**src/rtl/hazard_stall_ctrl.sv**
```systemverilog
// rtl/hazard_stall_ctrl.sv - load-use, branch-flush and memory-wait hazard controller
module hazard_stall_ctrl #(
    parameter int STALL_CNT_W = 16,
    parameter int MEM_TIMEOUT = 255
) (
    input  logic                   in_clk,
    input  logic                   in_rst_n,
    input  logic                   in_idex_memread,
    input  logic [4:0]             in_idex_rd,
    input  logic [4:0]             in_ifid_rs1,
    input  logic [4:0]             in_ifid_rs2,
    input  logic                   in_ifid_rs1_used,
    input  logic                   in_ifid_rs2_used,
    input  logic                   in_branch_taken,
    input  logic                   in_dmem_req,
    input  logic                   in_dmem_ready,
    output logic                   out_pc_write,
    output logic                   out_ifid_write,
    output logic                   out_ifid_flush,
    output logic                   out_idex_flush,
    output logic                   out_pipe_freeze,
    output logic                   out_mem_timeout,
    output logic [STALL_CNT_W-1:0] out_stall_cycles,
    output logic [STALL_CNT_W-1:0] out_flush_count
);

    localparam int WAIT_W = $clog2(MEM_TIMEOUT + 1);

    typedef enum logic {
        ST_RUN      = 1'b0,
        ST_MEM_WAIT = 1'b1
    } state_t;

    state_t              state;
    state_t              state_nxt;
    logic                freeze;
    logic                load_use;
    logic                branch_flush;
    logic                lu_stall;
    logic [WAIT_W-1:0]   wait_cnt;

    // Load-use match: a load in EX writes a register the ID instruction reads (x0 never matches).
    always_comb begin
        load_use = 1'b0;
        if (in_idex_memread && (in_idex_rd != 5'd0)) begin
            load_use = (in_ifid_rs1_used && (in_idex_rd == in_ifid_rs1)) ||
                       (in_ifid_rs2_used && (in_idex_rd == in_ifid_rs2));
        end
    end

    // Memory-wait state register.
    always_ff @(posedge in_clk or negedge in_rst_n) begin
        if (!in_rst_n) begin
            state <= ST_RUN;
        end else begin
            state <= state_nxt;
        end
    end

    // Next state plus prioritised hazard outputs: freeze, then branch flush, then load-use.
    always_comb begin
        state_nxt       = state;
        freeze          = 1'b0;
        branch_flush    = 1'b0;
        lu_stall        = 1'b0;
        out_pc_write    = 1'b1;
        out_ifid_write  = 1'b1;
        out_ifid_flush  = 1'b0;
        out_idex_flush  = 1'b0;
        out_pipe_freeze = 1'b0;

        case (state)
            ST_RUN: begin
                if (in_dmem_req && !in_dmem_ready) begin
                    state_nxt = ST_MEM_WAIT;
                    freeze    = 1'b1;
                end
            end
            ST_MEM_WAIT: begin
                if (in_dmem_ready) begin
                    state_nxt = ST_RUN;
                end else begin
                    freeze = 1'b1;
                end
            end
            default: state_nxt = ST_RUN;
        endcase

        if (!in_rst_n) begin
            // Hold the front end empty and stopped while reset is asserted.
            out_pc_write   = 1'b0;
            out_ifid_write = 1'b0;
            out_ifid_flush = 1'b1;
            out_idex_flush = 1'b1;
        end else if (freeze) begin
            out_pipe_freeze = 1'b1;
            out_pc_write    = 1'b0;
            out_ifid_write  = 1'b0;
        end else if (in_branch_taken) begin
            branch_flush   = 1'b1;
            out_ifid_flush = 1'b1;
            out_idex_flush = 1'b1;
        end else if (load_use) begin
            lu_stall       = 1'b1;
            out_pc_write   = 1'b0;
            out_ifid_write = 1'b0;
            out_idex_flush = 1'b1;
        end
    end

    // Wait-cycle counter and sticky timeout flag; counter saturates at MEM_TIMEOUT.
    always_ff @(posedge in_clk or negedge in_rst_n) begin
        if (!in_rst_n) begin
            wait_cnt        <= '0;
            out_mem_timeout <= 1'b0;
        end else if (state == ST_RUN) begin
            if (state_nxt == ST_MEM_WAIT) begin
                wait_cnt <= '0;
            end
        end else if (!in_dmem_ready) begin
            if (wait_cnt != WAIT_W'(MEM_TIMEOUT)) begin
                wait_cnt <= wait_cnt + WAIT_W'(1);
            end
            if (wait_cnt == WAIT_W'(MEM_TIMEOUT - 1)) begin
                out_mem_timeout <= 1'b1;
            end
        end
    end

    // Saturating statistics counters.
    always_ff @(posedge in_clk or negedge in_rst_n) begin
        if (!in_rst_n) begin
            out_stall_cycles <= '0;
            out_flush_count  <= '0;
        end else begin
            if ((freeze || lu_stall) && (out_stall_cycles != {STALL_CNT_W{1'b1}})) begin
                out_stall_cycles <= out_stall_cycles + STALL_CNT_W'(1);
            end
            if (branch_flush && (out_flush_count != {STALL_CNT_W{1'b1}})) begin
                out_flush_count <= out_flush_count + STALL_CNT_W'(1);
            end
        end
    end

endmodule

```
**config.mk**
```make
export PLATFORM = sky130hd
export DESIGN_NAME = hazard_stall_ctrl
export DESIGN_NICKNAME = d
export VERILOG_FILES = /design/src/rtl/hazard_stall_ctrl.sv
export SDC_FILE = /design/constraint.sdc
export NUM_CORES = 1
export LEC_CHECK = 0
export ABC_AREA = 0
export CAP_MARGIN = 20
export CORE_MARGIN = 2
export CORE_UTILIZATION = 41
export DETAILED_ROUTE_END_ITERATION = 16
export GPL_TIMING_DRIVEN = 0
export PLACE_DENSITY = 0.8
export RECOVER_POWER = 100
export SYNTH_ARGS = -nofsm -noshare
export SYNTH_HDL_FRONTEND = slang
export SYNTH_SLANG_ARGS = --single-unit
```
**constraint.sdc**
```tcl
create_clock -name in_clk -period 4.9 [get_ports in_clk]
set_input_delay 0.98 -clock in_clk [delete_from_list [all_inputs] [get_ports in_clk]]
set_output_delay 0.98 -clock in_clk [all_outputs]
set_load 0.01 [all_outputs]
```
==> results of run 1 <==
==> synthesized netlist by cell type (all sizes together) (2+ instances only) <==
| cell | count |
|---|---|
| inv | 10 |
| o21ai | 4 |
| xnor2 | 27 |
| nor3 | 12 |
| o21bai | 2 |
| nor4 | 3 |
| dfrtp | 42 |
| or4 | 2 |
| mux2 | 2 |
| nand2b | 3 |
| nand4 | 9 |
| xor2 | 18 |
| and3 | 2 |
| nand2 | 23 |
| a21oi | 3 |
| and2 | 2 |
| buf | 2 |
| and4 | 2 |
| ha | 4 |
| nor2 | 21 |
| nor3b | 2 |
| nand3 | 13 |
==> worst register-to-register path, delay by kind of cell, from the launching register on <==
kind | cells | cell delay, ns
AO/OA/AOI/OAI | 2 | 1.10
AND/OR/NAND/NOR | 3 | 0.88
flip-flops | 1 | 0.43
XOR/XNOR | 1 | 0.16
==> power breakdown <==
part / leakage [uW] / internal (uW) / switching, uW
combinational: 0.000726 / 153 / 122
clock: 0.0000472 / 113 / 118
sequential: 0.000528 / 405 / 74.9
total: 0.00130 / 671 / 315
==> final cells by class <==
type	instances	area share
Buffer	2	0.00380
Tap cell	70	0.0296
Inverter	10	0.0127
Multi-Input combinational cell	162	0.357
Sequential cell	42	0.355
Timing Repair Buffer	61	0.210
Clock buffer	6	0.0279
Clock inverter	2	0.00423
==> registers in the layout, summed over array words and instances (netlist names) <==
signal and count:
out_flush_count 16, out_stall_cycles 16, wait_cnt 8, out_mem_timeout 1, state 1
==> kinds of logic after synthesis <==
| family | Yosys count |
|---|---|
| buffers and inverters | 12 |
| muxes | 2 |
| and+or+nand+nor | 96 |
| DFF | 42 |
| xor gates and xnor gates | 45 |
| AOI/OAI and AO/OA | 15 |
| adders and majority gates | 4 |
==> routing by layer <==
metal / vias up / wire [um] / share of wire / track usage
met2: 26 / 2310 / 0.50 / 0.294
met3: 5 / 161 / 0.035 / 0.0430
met1: 844 / 2080 / 0.45 / 0.211
met4: 0 / 42 / 0.0092 / 0.0375
met5: - / 0 / 0 / 0
li1: 872 / - / - / -
==> through the flow <==
stage,instances,instance area [um2]
after floorplan,216,2220
after global placement,346,2910
after detailed placement,347,2940
after global routing,355,2960
final,355,2960
after CTS,355,3030
==> worst paths after layout <==
path,cells after the start,startpoint,slack (ns),to
hold / removal,1,out_mem_timeout,0.46,out_mem_timeout
min in group asynchronous,1,in_rst_n,0.98,wait_cnt[1]
setup / recovery,7,in_idex_rd[1],0.70,out_pc_write
setup reg to reg,6,state,2.23,out_flush_count[11]
hold reg to reg,1,out_mem_timeout,0.46,out_mem_timeout
max in group asynchronous,1,in_rst_n,3.11,out_flush_count[8]
==> results.yml, run 1 <==
run_status:
  status: "finished clean"
die:
  start_util: 0.430
  die_w_um: 77.7
  design.portCount: 61
  rows: 26
  die-area_mm2: 0.00603
  die_y_um: 77.7
  core_area_mm2: 0.00517
cts:
  cts_buffer_depth: 2
  clk_pin_slew_ns: 0.08
  cts.sink_count: 42
  cts_tree: "built"
  h-tree-depth: 2
  root_buffer: "clkbuf_8"
  cts_hold_buf: 0
  post_cts_buffers: 0
  clk_latency_ns: 0.29
  ctsResizeCount: 0
  cts_made_buffers: 5
placed_design:
  pre_cts_ws_ns: 0.736
  hpwl_mm: 3.54
  routabilityCongestion: 0.823
  port_buffers: 60
pwr:
  max-vdd-ir-drop_uv: 292
  p_per_area_mw_per_mm2: 333
  finalPower_uw: 986
  leakage_uw: 0.00130
logic_synthesis:
  synth_seq_cells: 42
  synth.area.mux_share: 0.0101
  syn_nets: 243
  synth-seq-area-share: 0.472
  synth_top_area_share: 0.472
  async_reset_ff_frac: 1.00
  syn-instance-count: 216
  yosys-top-cells-area: "dfrtp_1, xnor2_1, xor2_1"
  yosysTopAreaCell: "dfrtp_1"
  yosys.area_share.simple: 0.228
  synth_top_family_by_area: "simple AND/OR/NAND/NOR gates"
  synthXorXnorAreaFrac: 0.181
  synth_compound_area_frac: 0.0613
  syn_area_mm2: 0.00222
  synth_adder_area_share: 0.0225
  ys_types: 42
  avgSynthCellArea_um2: 10.3
  synth_warnings: 0
  synth_flop_cell: "dfrtp_1"
  synth-edff-count: 0
finish:
  area_growth_pct: 33.1
  antenna_cells: 0
  post-route-util: 0.572
  layout.nets: 311
  final_cell_mix: "dfrtp_1, dlygate4sd3_1, xnor2_1"
  drive_gt1_frac: 0.0596
  seq_area_mm2: 0.00105
  final_common_cell: "dfrtp_1"
  multi_input_area_mm2: 0.00106
  fillers: 475
routing:
  postRouteAntennaNets: 0
  routed_wl_mm: 4.59
  via_per_inst: 4.92
  vias: 1747
  route.detailed.drc: 0
  drt_iter0_drc: 59
  dr.pass1.iters: 4
  routedWlPerCell_um: 12.9
timing:
  min_period_over_period: 0.858
  maxSlewHeadroom: 0.0851
  rsz0062_at_grt: "no"
  tightest_slew_ns: 1.37
  hold_ws_ns: 0.460
  finalSetupTns_ns: 0
  fin_crit_ns: 4.20
  max_freq_mhz: 238
  maxSlewViolCount: 0
  fin_ws_ns: 0.697
  skew_ns: 0.00305
  setup_viol: 0
  hold_violations: 0
grt:
  grt_first_pass_wirelength_mm: 8.16
  grt_max_degree: 25
  antenna_found_initial: 0
  grt_use_total: 0.169
  grt_pass1_vias: 1778
  gr-total-overflow: 0
worst_hold_path:
  hp-class: "reg -> reg"
critical_path:
  worstPathMaxFanout: 3
  worstPathCellList: "clkdlybuf4s50_1 > or4_1 > o21ai_2 > nand2b_1 > o211a_1 > buf_4 > dlygate4sd3_1"
  critical_path_class: "in -> out"
  cp_top_family: "buffers and inverters"
  slowest_delay_ns: 0.60
  cpMaxStageDelayCell: "dlygate4sd3_1"
  cp.required_ns: 3.92
  critPathBufInv: 3
  crit_path_end_kind: "output pin"
  cp.arrival_ns: 3.22
  startpoint_type: "primary input"
run:
  max-cap-violations: 0
Power figures use the tool's default switching activity.
==> inputs of run 2 (changes only) <==
- CAP_MARGIN: 20 -> 10
==> results of run 2 <==
The final DEF is identical to that of run 1; final timing and power are the same.
==> inputs of run 3 (changes only) <==
- CORE_MARGIN: 2 -> 1
- TNS_END_PERCENT: unset -> 30
==> results.yml, run 3 (same netlist as run 1, synthesis figures left out) <==
timing:
  min_period_over_period: 0.888
  tightest_slew_ns: 0.798
  finalSetupTns_ns: 0
  skew_ns: 0.00857
  hold_violations: 0
  fin_crit_ns: 4.35
  max_freq_mhz: 230
  maxSlewViolCount: 0
  setup_viol: 0
  maxSlewHeadroom: 0.454
  rsz0062_at_grt: "no"
critical_path:
  cp.arrival_ns: 3.37
  crit_end: "out_pc_write"
  cp.required_ns: 3.92
  startpoint: "in_idex_rd[1]"
  worstPathMaxFanout: 3
  crit_path_end_kind: "output pin"
  critical_path_class: "in -> out"
  timing.rr.start: "state"
  r2r_cells: 6
  r2r_end: "out_flush_count[11]"
  r2r_slack_ns: 2.36
  startpoint_type: "primary input"
worst_hold_path:
  hp-class: "reg -> reg"
pwr:
  leakage_uw: 0.00130
  max-vdd-ir-drop_uv: 224
  p_per_area_mw_per_mm2: 330
routing:
  drt_iter0_drc: 56
  route.detailed.drc: 0
  routedWlPerCell_um: 13.1
  routed_wl_mm: 4.66
  vias: 1780
  dr.pass1.iters: 4
  postRouteAntennaNets: 0
  via_per_inst: 5.01
cts:
  cts_hold_buf: 0
  cts_buffer_depth: 2
  h-tree-depth: 2
  post_cts_buffers: 0
  ctsResizeCount: 0
  root_buffer: "clkbuf_8"
  cts.sink_count: 42
  cts_tree: "built"
  clk_latency_ns: 0.29
  clk_pin_slew_ns: 0.07
  cts_made_buffers: 5
die:
  core_area_mm2: 0.00517
  design.portCount: 61
  die_w_um: 75.7
  die_y_um: 75.7
  start_util: 0.430
  rows: 26
  die-area_mm2: 0.00572
grt:
  antenna_found_initial: 0
  grt_pass1_vias: 1687
  gr-total-overflow: 0
  grt_max_degree: 35
  grt_first_pass_wirelength_mm: 7.56
  grt_use_total: 0.174
finish:
  largest_registers: "out_flush_count (16), out_stall_cycles (16), wait_cnt (8)"
  antenna_cells: 0
  drive_gt1_frac: 0.0561
  area_growth_pct: 32.4
  instances_no_fill: 355
  layout.nets: 311
  final_cell_mix: "dfrtp_1, dlygate4sd3_1, xnor2_1"
  final_common_cell: "dfrtp_1"
placed_design:
  hpwl_mm: 3.60
  port_buffers: 60
  routabilityCongestion: 0.810
  dp.cells: 347
run_status:
  status: "finished clean"
run:
  max-cap-violations: 0
[run 3: area by class of cell]
class / instances / area, um2
well taps: 70 / 87.6
repair buffers: 61 / 614
flip-flops and latches: 42 / 1050
inverters: 10 / 37.5
plain buffers: 2 / 11.3
clock inverters: 2 / 13.8
fillers: 479 / 2230
multi-input cells: 162 / 1060
clock buffers: 6 / 72.6
[run 3: worst min path at each step]
stage,from,endpoint,slack [ns],depth (start not counted)
global placement,out_mem_timeout,out_mem_timeout,0.45,1
floorplan,wait_cnt[1],wait_cnt[1],0.50,2
detailed placement,out_mem_timeout,out_mem_timeout,0.46,1
CTS,out_mem_timeout,out_mem_timeout,0.48,1
finish,out_mem_timeout,out_mem_timeout,0.47,1
global route,out_mem_timeout,out_mem_timeout,0.50,1
[run 3: stage by stage]
stage	hold slack (ns)	power [uW]	setup slack, ns	cell area [um2]	utilization
3_5_place_dp	0.462	794	0.780	2930	0.566
4_1_cts	0.479	1020	0.778	3010	0.583
2_1_floorplan	0.498	616	1.82	2220	-
6_report	0.468	973	0.549	2950	0.569
5_1_grt	0.495	1030	0.418	2950	0.569
3_3_place_gp	0.447	781	-0.0383	2910	0.563
[run 3: power breakdown]
| part | switching (uW) | total (uW) | internal [uW] |
|---|---|---|---|
| clock network | 117 | 217 | 101 |
| registers | 76.2 | 481 | 405 |
| logic | 122 | 275 | 152 |
| total | 315 | 973 | 658 |
[run 3: per-layer routing]
metal / vias to the layer above / track usage / share of wire / wire [um]
met1: 866 / 0.212 / 0.44 / 2040
li1: 870 / - / - / -
met3: 4 / 0.0357 / 0.044 / 205
met4: 0 / 0.0576 / 0.0086 / 40
met2: 40 / 0.308 / 0.51 / 2370
met5: - / 0 / 0 / 0
[run 3: worst max-delay path: stages]
cell           delay, ns
dlygate4sd3_1       0.59
or4_1               0.52
o21ai_0             0.24
nand2b_1            0.17
o211a_1             0.17
buf_4               0.11
dlygate4sd3_1       0.59
